### config.mk
export PLATFORM = sky130hd
export DESIGN_NAME = pc_sequencer_flat
export DESIGN_NICKNAME = d
export VERILOG_FILES = /design/src/rtl/pc_sequencer_if.sv /design/src/rtl/pc_sequencer.sv /design/src/flat_wrapper.sv
export SDC_FILE = /design/constraint.sdc
export NUM_CORES = 1
export LEC_CHECK = 0
export BUFFER_PORTS_ARGS = -buffer_cell sky130_fd_sc_hd__clkbuf_2
export CAP_MARGIN = 20
export CORE_MARGIN = 4
export CORE_UTILIZATION = 61
export DETAILED_ROUTE_END_ITERATION = 6
export PLACE_DENSITY = 0.83
export SLEW_MARGIN = 20
export SYNTH_ARGS = -nofsm -noshare
export SYNTH_HDL_FRONTEND = slang
export SYNTH_SLANG_ARGS = --single-unit
### constraint.sdc
create_clock -name clk -period 5.9 [get_ports clk]
set_input_delay 0 -clock clk [delete_from_list [all_inputs] [get_ports clk]]
set_output_delay 0 -clock clk [all_outputs]
set_load 0.02 [all_outputs]
### src/rtl/pc_sequencer_if.sv
// Bundle of control inputs and fetch-side outputs for pc_sequencer.
// The sequencer sits on the slave modport. The driver of the controls sits on the master modport.
interface pc_sequencer_if #(
    parameter int ADDR_W = 32
);
    logic              stall;
    logic              br_taken;
    logic [ADDR_W-1:0] br_target;
    logic              call;
    logic              ret;
    logic              iret;
    logic              int_req;
    logic              vec_valid;
    logic [ADDR_W-1:0] vec_data;
    logic [ADDR_W-1:0] pc;
    logic              fetch_en;
    logic              in_int;
    logic [ADDR_W-1:0] epc;
    logic              ras_empty;
    logic              ras_full;
    logic              ret_err;
    logic              state_dbg;

    modport master (
        output stall, br_taken, br_target, call, ret, iret, int_req, vec_valid, vec_data,
        input  pc, fetch_en, in_int, epc, ras_empty, ras_full, ret_err, state_dbg
    );

    modport slave (
        input  stall, br_taken, br_target, call, ret, iret, int_req, vec_valid, vec_data,
        output pc, fetch_en, in_int, epc, ras_empty, ras_full, ret_err, state_dbg
    );
endinterface

### src/rtl/pc_sequencer.sv
// Fetch-address generator with return-address stack, interrupt entry through a vector slot, and EPC/iret.
// state_dbg mirrors the FSM state register (0 = RUN, 1 = INT_WAIT).
module pc_sequencer #(
    parameter int                ADDR_W      = 32,
    parameter logic [ADDR_W-1:0] RESET_VEC   = 'h20,
    parameter logic [ADDR_W-1:0] INT_VEC_PTR = 'h0,
    parameter int                INC         = 1,
    parameter int                RAS_DEPTH   = 4
) (
    input logic           clk,
    input logic           reset,
    pc_sequencer_if.slave bus
);
    localparam int PTR_W = $clog2(RAS_DEPTH);
    localparam int CNT_W = PTR_W + 1;
    localparam logic [ADDR_W-1:0] INC_V = ADDR_W'(INC);

    typedef enum logic {
        RUN      = 1'b0,
        INT_WAIT = 1'b1
    } state_t;

    state_t            state_q, state_d;
    logic [ADDR_W-1:0] pc_q, pc_d;
    logic [ADDR_W-1:0] epc_q, epc_d;
    logic [PTR_W-1:0]  wp_q, wp_d;
    logic [CNT_W-1:0]  cnt_q, cnt_d;
    logic              ret_err_q, ret_err_d;
    logic              push;
    logic [ADDR_W-1:0] ras_mem [RAS_DEPTH];

    logic [ADDR_W-1:0] pc_inc;
    logic [ADDR_W-1:0] ras_top;
    logic              ras_full_w;

    assign pc_inc     = pc_q + INC_V;
    assign ras_top    = ras_mem[wp_q - PTR_W'(1)];
    assign ras_full_w = (cnt_q == CNT_W'(RAS_DEPTH));

    always_comb begin
        state_d   = state_q;
        pc_d      = pc_q;
        epc_d     = epc_q;
        wp_d      = wp_q;
        cnt_d     = cnt_q;
        ret_err_d = 1'b0;
        push      = 1'b0;
        case (state_q)
            RUN: begin
                if (bus.int_req) begin
                    epc_d   = pc_q;
                    pc_d    = INT_VEC_PTR;
                    state_d = INT_WAIT;
                end else if (bus.stall) begin
                    pc_d = pc_q;
                end else if (bus.iret) begin
                    pc_d = epc_q;
                end else if (bus.ret) begin
                    if (cnt_q != '0) begin
                        pc_d  = ras_top;
                        wp_d  = wp_q - PTR_W'(1);
                        cnt_d = cnt_q - CNT_W'(1);
                    end else begin
                        pc_d      = pc_inc;
                        ret_err_d = 1'b1;
                    end
                end else if (bus.br_taken) begin
                    pc_d = bus.br_target;
                end else if (bus.call) begin
                    // When full, wp already points at the oldest entry, so the push overwrites it.
                    push  = 1'b1;
                    pc_d  = bus.br_target;
                    wp_d  = wp_q + PTR_W'(1);
                    cnt_d = ras_full_w ? cnt_q : cnt_q + CNT_W'(1);
                end else begin
                    pc_d = pc_inc;
                end
            end
            INT_WAIT: begin
                // vec_valid is a one-sided strobe: no ready, the sequencer always accepts it here.
                if (bus.vec_valid) begin
                    pc_d    = bus.vec_data;
                    state_d = RUN;
                end
            end
            default: state_d = RUN;
        endcase
    end

    always_ff @(posedge clk) begin
        if (reset) begin
            state_q   <= RUN;
            pc_q      <= RESET_VEC;
            epc_q     <= '0;
            wp_q      <= '0;
            cnt_q     <= '0;
            ret_err_q <= 1'b0;
        end else begin
            state_q   <= state_d;
            pc_q      <= pc_d;
            epc_q     <= epc_d;
            wp_q      <= wp_d;
            cnt_q     <= cnt_d;
            ret_err_q <= ret_err_d;
        end
    end

    always_ff @(posedge clk) begin
        if (!reset && push) begin
            ras_mem[wp_q] <= pc_inc;
        end
    end

    assign bus.pc        = pc_q;
    assign bus.epc       = epc_q;
    assign bus.fetch_en  = (state_q == RUN);
    assign bus.in_int    = (state_q == INT_WAIT);
    assign bus.ras_empty = (cnt_q == '0);
    assign bus.ras_full  = ras_full_w;
    assign bus.ret_err   = ret_err_q;
    assign bus.state_dbg = state_q;
endmodule

### src/flat_wrapper.sv
// flat-port wrapper written by rule: the top's interface ports become plain ports
module pc_sequencer_flat 
#(
    parameter int                ADDR_W      = 32,
    parameter logic [ADDR_W-1:0] RESET_VEC   = 'h20,
    parameter logic [ADDR_W-1:0] INT_VEC_PTR = 'h0,
    parameter int                INC         = 1,
    parameter int                RAS_DEPTH   = 4
)
  (clk, reset, bus_stall, bus_br_taken, bus_br_target, bus_call, bus_ret, bus_iret, bus_int_req, bus_vec_valid, bus_vec_data, bus_pc, bus_fetch_en, bus_in_int, bus_epc, bus_ras_empty, bus_ras_full, bus_ret_err, bus_state_dbg);
  pc_sequencer_if #(.ADDR_W(ADDR_W)) bus_i ();
  input logic clk;
  input logic reset;
  input wire logic [$bits(bus_i.stall)-1:0] bus_stall;
  input wire logic [$bits(bus_i.br_taken)-1:0] bus_br_taken;
  input wire logic [$bits(bus_i.br_target)-1:0] bus_br_target;
  input wire logic [$bits(bus_i.call)-1:0] bus_call;
  input wire logic [$bits(bus_i.ret)-1:0] bus_ret;
  input wire logic [$bits(bus_i.iret)-1:0] bus_iret;
  input wire logic [$bits(bus_i.int_req)-1:0] bus_int_req;
  input wire logic [$bits(bus_i.vec_valid)-1:0] bus_vec_valid;
  input wire logic [$bits(bus_i.vec_data)-1:0] bus_vec_data;
  output wire logic [$bits(bus_i.pc)-1:0] bus_pc;
  output wire logic [$bits(bus_i.fetch_en)-1:0] bus_fetch_en;
  output wire logic [$bits(bus_i.in_int)-1:0] bus_in_int;
  output wire logic [$bits(bus_i.epc)-1:0] bus_epc;
  output wire logic [$bits(bus_i.ras_empty)-1:0] bus_ras_empty;
  output wire logic [$bits(bus_i.ras_full)-1:0] bus_ras_full;
  output wire logic [$bits(bus_i.ret_err)-1:0] bus_ret_err;
  output wire logic [$bits(bus_i.state_dbg)-1:0] bus_state_dbg;
  assign bus_i.stall = bus_stall;
  assign bus_i.br_taken = bus_br_taken;
  assign bus_i.br_target = bus_br_target;
  assign bus_i.call = bus_call;
  assign bus_i.ret = bus_ret;
  assign bus_i.iret = bus_iret;
  assign bus_i.int_req = bus_int_req;
  assign bus_i.vec_valid = bus_vec_valid;
  assign bus_i.vec_data = bus_vec_data;
  assign bus_pc = bus_i.pc;
  assign bus_fetch_en = bus_i.fetch_en;
  assign bus_in_int = bus_i.in_int;
  assign bus_epc = bus_i.epc;
  assign bus_ras_empty = bus_i.ras_empty;
  assign bus_ras_full = bus_i.ras_full;
  assign bus_ret_err = bus_i.ret_err;
  assign bus_state_dbg = bus_i.state_dbg;
  pc_sequencer #(.ADDR_W(ADDR_W), .RESET_VEC(RESET_VEC), .INT_VEC_PTR(INT_VEC_PTR), .INC(INC), .RAS_DEPTH(RAS_DEPTH)) u_core (.clk(clk), .reset(reset), .bus(bus_i));
endmodule
# Yosys cells after proc, flatten, opt, wreduce, memory -nomap -nowiden
# Memory sizes are Yosys's and may differ from the RTL's.
# Index checks and enable logic that the tools add are counted.
dict set report totals {
  mem_bits_rw 128
  memories 1
  reg_bits 71
  in_bits 73
}
dict set report op_classes {
  reduce_logical 10
  n_mux 31
  bitwise_logic 5
  addsub 5
  n_eq_ne 6
}
# memory words width read_ports rd_ports_with_merged_regs wr line
set mem_list {}
lappend mem_list {u_core.ras_mem 4 32 1 0 1 pc_sequencer.sv:30} ;# logic [ADDR_W-1:0] ras_mem [RAS_DEPTH];
# op count
set ops {}
lappend ops {{two-way mux 32 bit} 8}
lappend ops {{one-hot mux 32 bit (2 select lines)} 1}
lappend ops {{adder 32 x 1 -> 32 bit (second input constant)} 1}
lappend ops {{two-way mux 3 bit} 5}
lappend ops {{two-way mux 1 bit} 12}
lappend ops {{two-way mux 2 bit} 4}
lappend ops {{AND reduction 8 bit} 1}
lappend ops {{AND reduction 7 bit} 1}
lappend ops {{OR reduction 6 bit} 1}
lappend ops {{NOT 1 bit} 5}
lappend ops {{inequality test 2 x 1 -> 1 bit (second input constant)} 2}
lappend ops {{inequality test 2 bit (second input constant)} 2}
lappend ops {{AND reduction 2 bit} 2}
lappend ops {{adder 3 x 1 -> 3 bit (second input constant)} 1}
lappend ops {{equality test 3 bit (second input constant)} 1}
lappend ops {{logical NOT 3 bit} 1}
lappend ops {{inequality test 3 bit (second input constant)} 1}
lappend ops {{nonzero test 3 bit} 1}
lappend ops {{subtractor 3 x 1 -> 3 bit (second input constant)} 1}
lappend ops {{adder 2 x 1 -> 2 bit (second input constant)} 1}
lappend ops {{one-hot mux 1 bit (2 select lines)} 1}
lappend ops {{nonzero test 2 bit} 1}
lappend ops {{subtractor 2 x 1 -> 2 bit (second input constant)} 1}
lappend ops {{logical AND 1 bit} 1}
lappend ops {{logical NOT 1 bit} 1}

# Logic depth before layout (Yosys ltp)
# Gate-level depths: netlist (run 1).
dict set report logic_depth {
  depth_word 10
  ltp_mapped 12
}

# Worst setup path before layout (run 1)
# Ideal clock, no wire load.
dict set report synth_timing {
  kind {register -> register}
  start {reg u_core.wp_q[0]}
  end {reg u_core.pc_q[13] (netlist: u_core.bus.pc[13])}
  path_slack_ns 3.091
  stages_incl_launch_ff 12
  setup_ns 0.122
  n_path_buf 5
  arrival_time_ns 2.687
  required_time_ns 5.778
  cell_sequence {dfxtp_1 -> buf_2 -> buf_4 -> buf_4 -> inv_1 -> ha_1 -> clkbuf_1 -> clkbuf_1 -> mux4_2 -> nand2_1 -> o21ai_1 -> a311o_1}
}
dict set report synth_between {
  elab_chain_len 8
}
# item line
set synth_lines {}
lappend synth_lines {{from (decl)} pc_sequencer.sv:26} ;# logic [PTR_W-1:0] wp_q, wp_d;
lappend synth_lines {{from (signal assigned)} pc_sequencer.sv:102} ;# wp_q <= wp_d;
lappend synth_lines {{subtractor 2 x 1 -> 2 bit} pc_sequencer.sv:37} ;# assign ras_top = ras_mem[wp_q - PTR_W'(1)];
lappend synth_lines {{memory (4 x 32 bit)} --}
lappend synth_lines {{two-way mux 32 bit} pc_sequencer.sv:59} ;# if (cnt_q != '0) begin
lappend synth_lines {{two-way mux 32 bit} pc_sequencer.sv:58} ;# end else if (bus.ret) begin
lappend synth_lines {{two-way mux 32 bit} pc_sequencer.sv:56} ;# end else if (bus.iret) begin
lappend synth_lines {{two-way mux 32 bit} pc_sequencer.sv:54} ;# end else if (bus.stall) begin
lappend synth_lines {{two-way mux 32 bit} pc_sequencer.sv:50} ;# if (bus.int_req) begin
lappend synth_lines {{one-hot mux 32 bit (2 select lines)} pc_sequencer.sv:48} ;# case (state_q)
lappend synth_lines {{to (signal assigned)} pc_sequencer.sv:100} ;# pc_q <= pc_d;
lappend synth_lines {{to (decl)} pc_sequencer.sv:24} ;# logic [ADDR_W-1:0] pc_q, pc_d;
# Every way passes these cells. The select of a mux whose other input is x is not followed.
# A chain may end at the register's enable or synchronous reset.

# Worst setup path after layout (run 1)
dict set report layout_timing {
  start {reg u_core.wp_q[1]}
  end {reg u_core.pc_q[5] (netlist: u_core.bus.pc[5])}
}
# The elaborated chain is that of the path after synthesis.

==> summary.md, run 1 <==
| Metric | Value |
|---|---|
| Number of antenna violations at the first check in global routing | 0 |
| Switching power as a share of total power | 26.8% |
| Total Routed Length | approximately 30000 um |
| Die Y | approximately 130 um |
| Timing-limited maximum frequency | 304 MHz |
| Fill count | 924 |
| Hold Crit Depth | 4 |
| Remaining global-route overflow | 0 |
| Violations in the final reports | design-rule violations |
| Diodes inserted | 0 |
| Largest stage delay on the critical path | 790 ps |
| FF/Latch Area | 5270 um2 |
| Detailed-route DRC error count | 1 |
| Clock Tree Buf Depth | 2 |
| Root Buffer | clkbuf_16 |
| Reg2Reg Capture Point | u_core.bus.pc[5] |
| Number of distinct standard cells referenced by the synthesized netlist | 73 |
| Kind of cell adding the most delay to the critical path | buffers and inverters |
| Ratio of cells with drive above 1 in the final layout | a little over a quarter |
| Dpl hpwl | roughly 18000 um |
| Fraction of post-synthesis cell area in the top cell type by area | between 40 and 50% |
| RD Place Congestion | 0.834 |
| DRC marker count from the first detailed-route iteration | 1228 |
| Cell type with the largest total area after synthesis | edfxtp_1 |
| Pin count of the biggest net entering global routing | just over 60 |
| Number of flops mapped to enable cells by yosys | 128 |
| Number of stages on the worst setup path | 8 |
| Kind of path behind the tightest hold check | input port to flip-flop |
| Final period utilization | 55.8% |
| Endpoint required time on the critical path | approximately 6200 ps |
| Sequential Power Share | around half |
| Reg2Reg Launch Point | u_core.wp_q[1] |
| Vias in the first global route | 7661 |
| Area of the mapped netlist | 9280 um2 |
| VDD IR-drop max | between 200 and 250 uV |
| Category of the worst setup path launch point | flip-flop |
| Flip-flop and latch count after synthesis | about 200 |
| Cells traversed along the worst timing path | inv_1, ha_1, buf_4, mux4_2, a221o_1, a21oi_1, o21ai_0, dlygate4sd3_1 |
| Post-synthesis sequential area ratio | 56.8% |
| Area Growth Syn to Fin | 18.0% |
| Transition time at the pin with the least slew margin | between 1000 and 1500 ps |
| Crit path time final | 3290 ps |
| Ys async rst share | 0% |
| Core Util, Final | 74.5% |
| Total setup violations reported at the end of the flow | 0 |
| Count of antenna-violating nets left after detailed routing | 0 |
| Via count | 7875 |
| Launch instance of the worst min-delay path | bus_br_target[23] |
| Crit path DAT | 3610 ps |
| Pre-antenna DRT Iters | 7 |
| Commonest register cell after synthesis | edfxtp_1 |
| Area occupied by multi-input gates | 3670 um2 |
| RSZ-0062 raised after global routing | false |
| Worst hold path endpoint | u_core.bus.pc[23] |
| Top-Level Pins | 143 |
| Hold violation count in the final report | 0 |
| Global routing usage summed across all routing layers | 33.6% |
| Cell Rows | 44 |
| Yosys Warn Count | 0 |
| Critical-path top delay cell | ha_1 |
| Power per cell area | 279 nW/um2 |
| Number of port buffers | 142 |
| Most area-consuming cells after synthesis | edfxtp_1 41%, dfxtp_1 15%, mux4_2 7.8%, nand2_1 4.1%, a21oi_1 2.8% |
| Max-slew headroom | 31.1% |
| Width of the die | ~130 um |
| Maximum Capacitance Violations | 0 |
| Gates resized, CTS repair | 0 |
| Per-instance average area after synthesis | 11.8 um2 |
| Flop2flop setup slack | roughly 2600 ps |
| Net count of the finished layout | 1019 |
| Clock Sink Count | 199 |
| Max-slew violation count | 0 |
| Via count normalized by instance count | about 6.9 |
| Insertion delay to the later sink of the worst-skew pair | 440 ps |
| Reg clk slew, reported paths | 70 ps |
| Net Count, Synth | just under 900 |
| Comb pwr share | roughly an eighth |
| TritonCTS clock tree | yes |
| Endpoint type of the worst setup path | flip-flop |
| Total Die Area | ~17000 um2 |
| Routed len/inst | 25.6 um |
| Starting utilization of the core area | 63.1% |
| Placeable core region | 14700 um2 |
| CP Max Fanout | 21 |
| Worst-case clock skew | around 11 ps |
| Run status | complete, but fails checks |
| Synthesized netlist cell count | 786 |
| Static leakage power | 3.93 nW |
| Inserted Clock Buffers | 17 |
| Switch Pwr | 0.000819 W |
| H-tree levels | 4 |
| Clock Power Share | between 30% and 40% |
| Worst Setup Path Type | flip-flop to flip-flop |
| R2R depth | 8 |
| Count of buffer and inverter cells on the critical path | 3 |
| Int Power | 0.00224 W |
| First-pass GRT wire length | 44500 um |
| Sum of negative setup slack | 0 ps |
what timing repair did:
action / CTS / global route
setup buffers: 0 / 0
hold buffers: 29 / 0
endpoints found under the hold margin: 27 / 0
state kept, by name (all words and copies together) (netlist names):
name and cells:
u_core.bus.pc 32, u_core.bus.in_int 1, u_core.cnt_q 3, u_core.bus.ret_err 1
u_core.bus.epc 32, u_core.wp_q 2, u_core.ras_mem 128
synth_stat cells, drive strengths merged, types with 7 or more instances:
master	n
edfxtp	128
clkbuf	36
buf	22
mux4	32
nor2b	7
nand3	27
xnor2	26
nand2	103
a21oi	51
o221ai	12
a31oi	7
dfxtp	71
o22ai	8
nor2	45
o21ai	33
nor3	15
a211oi	8
xor2	8
inv	18
nor4	8
o21a	8
nand4	11
or3	8
a221oi	19
worst max path at each step:
stage	start	slack [ps]	to
5_1_grt	u_core.wp_q[1]	2500	u_core.bus.pc[5]
2_1_floorplan	u_core.wp_q[0]	3090	u_core.bus.pc[13]
3_5_place_dp	u_core.bus.in_int	2950	u_core.ras_mem[2][20]
3_3_place_gp	u_core.bus.in_int	3080	u_core.ras_mem[2][17]
6_report	u_core.wp_q[1]	2610	u_core.bus.pc[5]
4_1_cts	u_core.wp_q[1]	2680	u_core.bus.pc[5]
cells by family after synthesis:
| group | Yosys count | share of synthesized area [%] |
|---|---|---|
| AND/OR/NAND/NOR | 247 | 12.9 |
| flip-flops | 199 | 56.8 |
| AO/OA/AOI/OAI | 190 | 14.4 |
| buffers and inverters | 76 | 3.79 |
| XOR/XNOR | 34 | 3.29 |
| multiplexers | 34 | 8.01 |
| adder cells (fa/ha/maj) | 6 | 0.890 |
power by group through the flow:
stage / registers [W] / clock network [W] / logic [W]
2_1_floorplan: 0.00162 / 0 / 0.000197
3_3_place_gp: 0.00160 / 0 / 0.000350
3_5_place_dp: 0.00160 / 0 / 0.000358
4_1_cts: 0.00157 / 0.00109 / 0.000379
5_1_grt: 0.00157 / 0.00115 / 0.000413
6_report: 0.00157 / 0.00109 / 0.000390
tightest hold or removal path, cell delays in order:
cell,delay (ps)
clkbuf_2,80
o21ai_0,160
nor4_1,60
o2bb2ai_1,110
cell usage in the layout, fill, tap and decap left out, drive strengths merged, types with 8 or more instances in the layout:
master	instances
o21ai	33
nand2	103
o221ai	12
mux4	32
edfxtp	128
or3	8
a21oi	51
clkinv	10
dfxtp	71
inv	20
xnor2	26
buf	22
nand4	11
nand3	27
nor4	8
o22ai	8
o21a	8
xor2	8
a221oi	19
clkbuf	160
a211oi	8
dlygate4sd3	29
nor2	45
nor3	15
per-stage QoR:
stage / power [W] / std cells / cell area (um2) / hold WS (ps) / setup slack [ps]
global route: 0.00314 / 1137 / 10900 / 18.7 / 2500
finish: 0.00305 / 1137 / 10900 / 17.4 / 2610
floorplan: 0.00181 / 786 / 9280 / 136 / 3090
global placement: 0.00195 / 1075 / 10100 / 212 / 3080
CTS: 0.00304 / 1136 / 10900 / 1.57 / 2680
detailed placement: 0.00196 / 1075 / 10100 / 212 / 2950
cell type report:
type / count / area share [%]
multi-input cells: 511 / 33.5
inverters: 18 / 0.617
clock inverters: 14 / 0.994
clock buffers: 18 / 3.92
repair buffers: 193 / 10.7
well taps: 184 / 2.10
flip-flops and latches: 199 / 48.1
metal layers:
metal / wire [um] / GRT usage, % / vias up
met5: 0 / 0 / -
met4: 1540 / 16.8 / 0
met3: 3730 / 9.67 / 140
met2: 14000 / 55.0 / 694
met1: 9910 / 41.1 / 3725
li1: - / - / 3316
No activity file was read; power rests on OpenSTA's default activity.
==> inputs of run 2 (changes only) <==
--- a/config.mk
+++ b/config.mk
@@ -8,9 +8,9 @@
 export BUFFER_PORTS_ARGS = -buffer_cell sky130_fd_sc_hd__clkbuf_2
 export CAP_MARGIN = 20
 export CORE_MARGIN = 4
-export CORE_UTILIZATION = 61
+export CORE_UTILIZATION = 57
 export DETAILED_ROUTE_END_ITERATION = 6
-export PLACE_DENSITY = 0.83
+export PLACE_DENSITY = 0.78
 export SLEW_MARGIN = 20
 export SYNTH_ARGS = -nofsm -noshare
 export SYNTH_HDL_FRONTEND = slang
==> constraint.sdc (replaced) <==
create_clock -name clk -period 3.15 [get_ports clk]
set_input_delay 0 -clock clk [delete_from_list [all_inputs] [get_ports clk]]
set_output_delay 0 -clock clk [all_outputs]
set_load 0.02 [all_outputs]
==> summary.md, run 2 (synthesis results as in run 1) <==
| Metric | Value |
|---|---|
| Total Die Area | 18400 um2 (was 17200 um2) |
| Number of port buffers | 142 (unchanged) |
| Largest stage delay on the critical path | 540 ps (was 790 ps) |
| Worst-case clock skew | 11.0 ps (about the same) |
| RSZ-0062 raised after global routing | false (unchanged) |
| Pre-antenna DRT Iters | 6 (was 7) |
| Max-slew headroom | 40.8% (was 31.1%) |
| Endpoint type of the worst setup path | flip-flop (unchanged) |
| Pin count of the biggest net entering global routing | 64 (was 62) |
| Met2 track demand over resource in global routing | 47.3% (was 55.0%) |
| Dpl hpwl | 18200 um (was 18100 um) |
| Commonest non-fill, non-tap cell in the layout | clkbuf_2 (unchanged) |
| Cell Rows | 46 (was 44) |
| Count of antenna-violating nets left after detailed routing | 0 (unchanged) |
| Flip-flop count of the largest register, all copies and words added | 128 (unchanged) |
| Diodes inserted | 0 (unchanged) |
| Largest register by flop count | u_core.ras_mem (unchanged) |
| Crit path DAT | 3280 ps (was 3610 ps) |
| Starting utilization of the core area | 58.2% (was 63.1%) |
| Detailed-route DRC error count | 0 (was 1) |
| Global routing usage summed across all routing layers | 30.2% (was 33.6%) |
| Total setup violations reported at the end of the flow | 0 (unchanged) |
| Sum of negative setup slack | 0 ps (unchanged) |
| Clock Sink Count | 199 (unchanged) |
| Cells traversed along the worst timing path | ha_1, nand4_1, nor3_2, nand3_1, xnor2_1, o2111a_1, dlygate4sd3_1 (was inv_1, ha_1, buf_4, mux4_2, a221o_1, a21oi_1, o21ai_0, dlygate4sd3_1) |
| Timing-limited maximum frequency | 345 MHz (was 304 MHz) |
| Net count of the finished layout | 1023 (was 1019) |
| Max-slew violation count | 0 (unchanged) |
| Power per cell area | 535 nW/um2 (was 279 nW/um2) |
| Final period utilization | 92.0% (was 55.8%) |
| Number of placed cells counting well taps | 1115 (was 1075) |
| Endpoint required time on the critical path | 3540 ps (was 6220 ps) |
| Area occupied by multi-input gates | 3670 um2 (unchanged) |
| Hold violation count in the final report | 0 (unchanged) |
| Category of the worst setup path launch point | flip-flop (unchanged) |
| Total Routed Length | 27600 um (was 29200 um) |
| Worst Setup Path Type | flip-flop to flip-flop (unchanged) |
| Top-Level Pins | 143 (unchanged) |
| Met1 track utilization from global routing | 40.5% (was 41.1%) |
| Inserted Clock Buffers | 17 (unchanged) |
| Final standard cell count with taps included and fillers excluded | 1173 (was 1137) |
| Most used routing layer in global routing | met2 (unchanged) |
| H-tree levels | 4 (unchanged) |
| Layout Cell Area excl Fill | 11100 um2 (was 10900 um2) |
| Insertion delay to the later sink of the worst-skew pair | 450 ps (was 440 ps) |
| Hold Worst Slack | 19.8 ps (was 17.4 ps) |
| Critical-path top delay cell | dlygate4sd3_1 (was ha_1) |
| First-pass GRT wire length | 41400 um (was 44500 um) |
| RD Place Congestion | 0.848 (was 0.834) |
| Maximum Capacitance Violations | 0 (unchanged) |
| DRC marker count from the first detailed-route iteration | 943 (was 1228) |
| Clock Tree Buf Depth | 2 (unchanged) |
| Routed len/inst | 23.5 um (was 25.6 um) |
| Reg clk slew, reported paths | 70 ps (about the same) |
| Via count | 7570 (was 7875) |
| FF/Latch Area | 5270 um2 (unchanged) |
| Area Growth Syn to Fin | 20.0% (was 18.0%) |
| Instance area after placement | 10300 um2 (was 10100 um2) |
| Commonest cells after routing, fill and taps aside | 142 x clkbuf_2, 128 x edfxtp_1, 102 x nand2_1 (unchanged) |
| Root Buffer | clkbuf_16 (unchanged) |
| Met3 capacity usage during global routing | 7.80% (was 9.67%) |
| CP Max Fanout | 8 (was 21) |
| Run status | complete, no violations (was complete, but fails checks) |
| Placeable core region | 15900 um2 (was 14700 um2) |
| VDD IR-drop max | 446 uV (was 223 uV) |
| Total power after layout | 0.00595 W (was 0.00305 W) |
| Kind of cell adding the most delay to the critical path | simple AND/OR/NAND/NOR gates (was buffers and inverters) |
| Kind of path behind the tightest hold check | input port to flip-flop (unchanged) |
| TritonCTS clock tree | yes (unchanged) |
| Vias in the first global route | 7281 (was 7661) |
| Via count normalized by instance count | 6.45 (was 6.93) |
| Fill count | 1127 (was 924) |
| Crit path time final | 2900 ps (was 3290 ps) |
| Remaining global-route overflow | 0 (unchanged) |
| Ratio of cells with drive above 1 in the final layout | 27.4% (was 26.4%) |
| Die Y | 136 um (was 131 um) |
| Width of the die | 136 um (was 131 um) |
| Static leakage power | 3.99 nW (was 3.93 nW) |
| Number of antenna violations at the first check in global routing | 0 (unchanged) |
| Count of buffer and inverter cells on the critical path | 1 (was 3) |
| Transition time at the pin with the least slew margin | 884 ps (was 1030 ps) |
| # Post-CTS Setup Buffers | 0 (unchanged) |
run 2: changes by cell type in the layout (fill, tap and decap cells not counted), sizes merged:
| cell | delta |
|---|---|
| bufinv | +2 |
| buf | +7 |
| clkinv | -4 |
| dlygate4sd3 | -3 |
| clkinvlp | +1 |
| clkbuf | +2 |
| inv | -1 |
run 2: layer usage:
| layer | up-vias | share of wire, % |
|---|---|---|
| met4 | 0 | 3.6 |
| li1 | 3318 | - |
| met3 | 75 | 12 |
| met1 | 3607 | 38 |
| met2 | 570 | 47 |
| met5 | - | 0 |
run 2: power by group:
| group | total [W] | switching [W] | leakage [nW] | internal, W |
|---|---|---|---|---|
| registers | 0.00295 | 0.000107 | 1.74 | 0.00285 |
| logic | 0.000726 | 0.000458 | 1.95 | 0.000269 |
| clock network | 0.00227 | 0.000978 | 0.295 | 0.00130 |
run 2: final cells by class:
type,count,area share [%]
repair buffers,197,11.1
clock inverters,12,1.36
clock buffers,20,4.12
multi-input cells,511,33.0
well taps,216,2.43
flip-flops and latches,199,47.3
inverters,18,0.607
run 2: through the flow:
stage / setup slack, ps / util [%]
after CTS: 185 / 69.8
final: 252 / 69.8
after floorplan: 341 / -
after global placement: 820 / 64.3
after global routing: 43.8 / 69.8
after detailed placement: 690 / 64.3
run 2: final timing paths:
check	cells past startpoint	startpoint	endpoint	slack, ps
worst max-delay path	7	u_core.bus.pc[0]	u_core.bus.pc[24]	250
worst min register to register	2	u_core.bus.epc[16]	u_core.bus.epc[16]	470
worst max register to register	7	u_core.bus.pc[0]	u_core.bus.pc[24]	250
worst min-delay path	4	bus_br_target[23]	u_core.bus.pc[23]	20
run 2: tightest hold or removal path, stage by stage:
cell and delay, ps:
clkbuf_2 80, o21ai_0 170, nor4_1 50, o2bb2ai_1 110
run 2: repair_timing:
item / CTS / global route
gates resized for setup: 0 / 1
endpoints found under the setup margin: 0 / 1
endpoints found under the hold margin: 24 / 0
hold buffers: 26 / 0
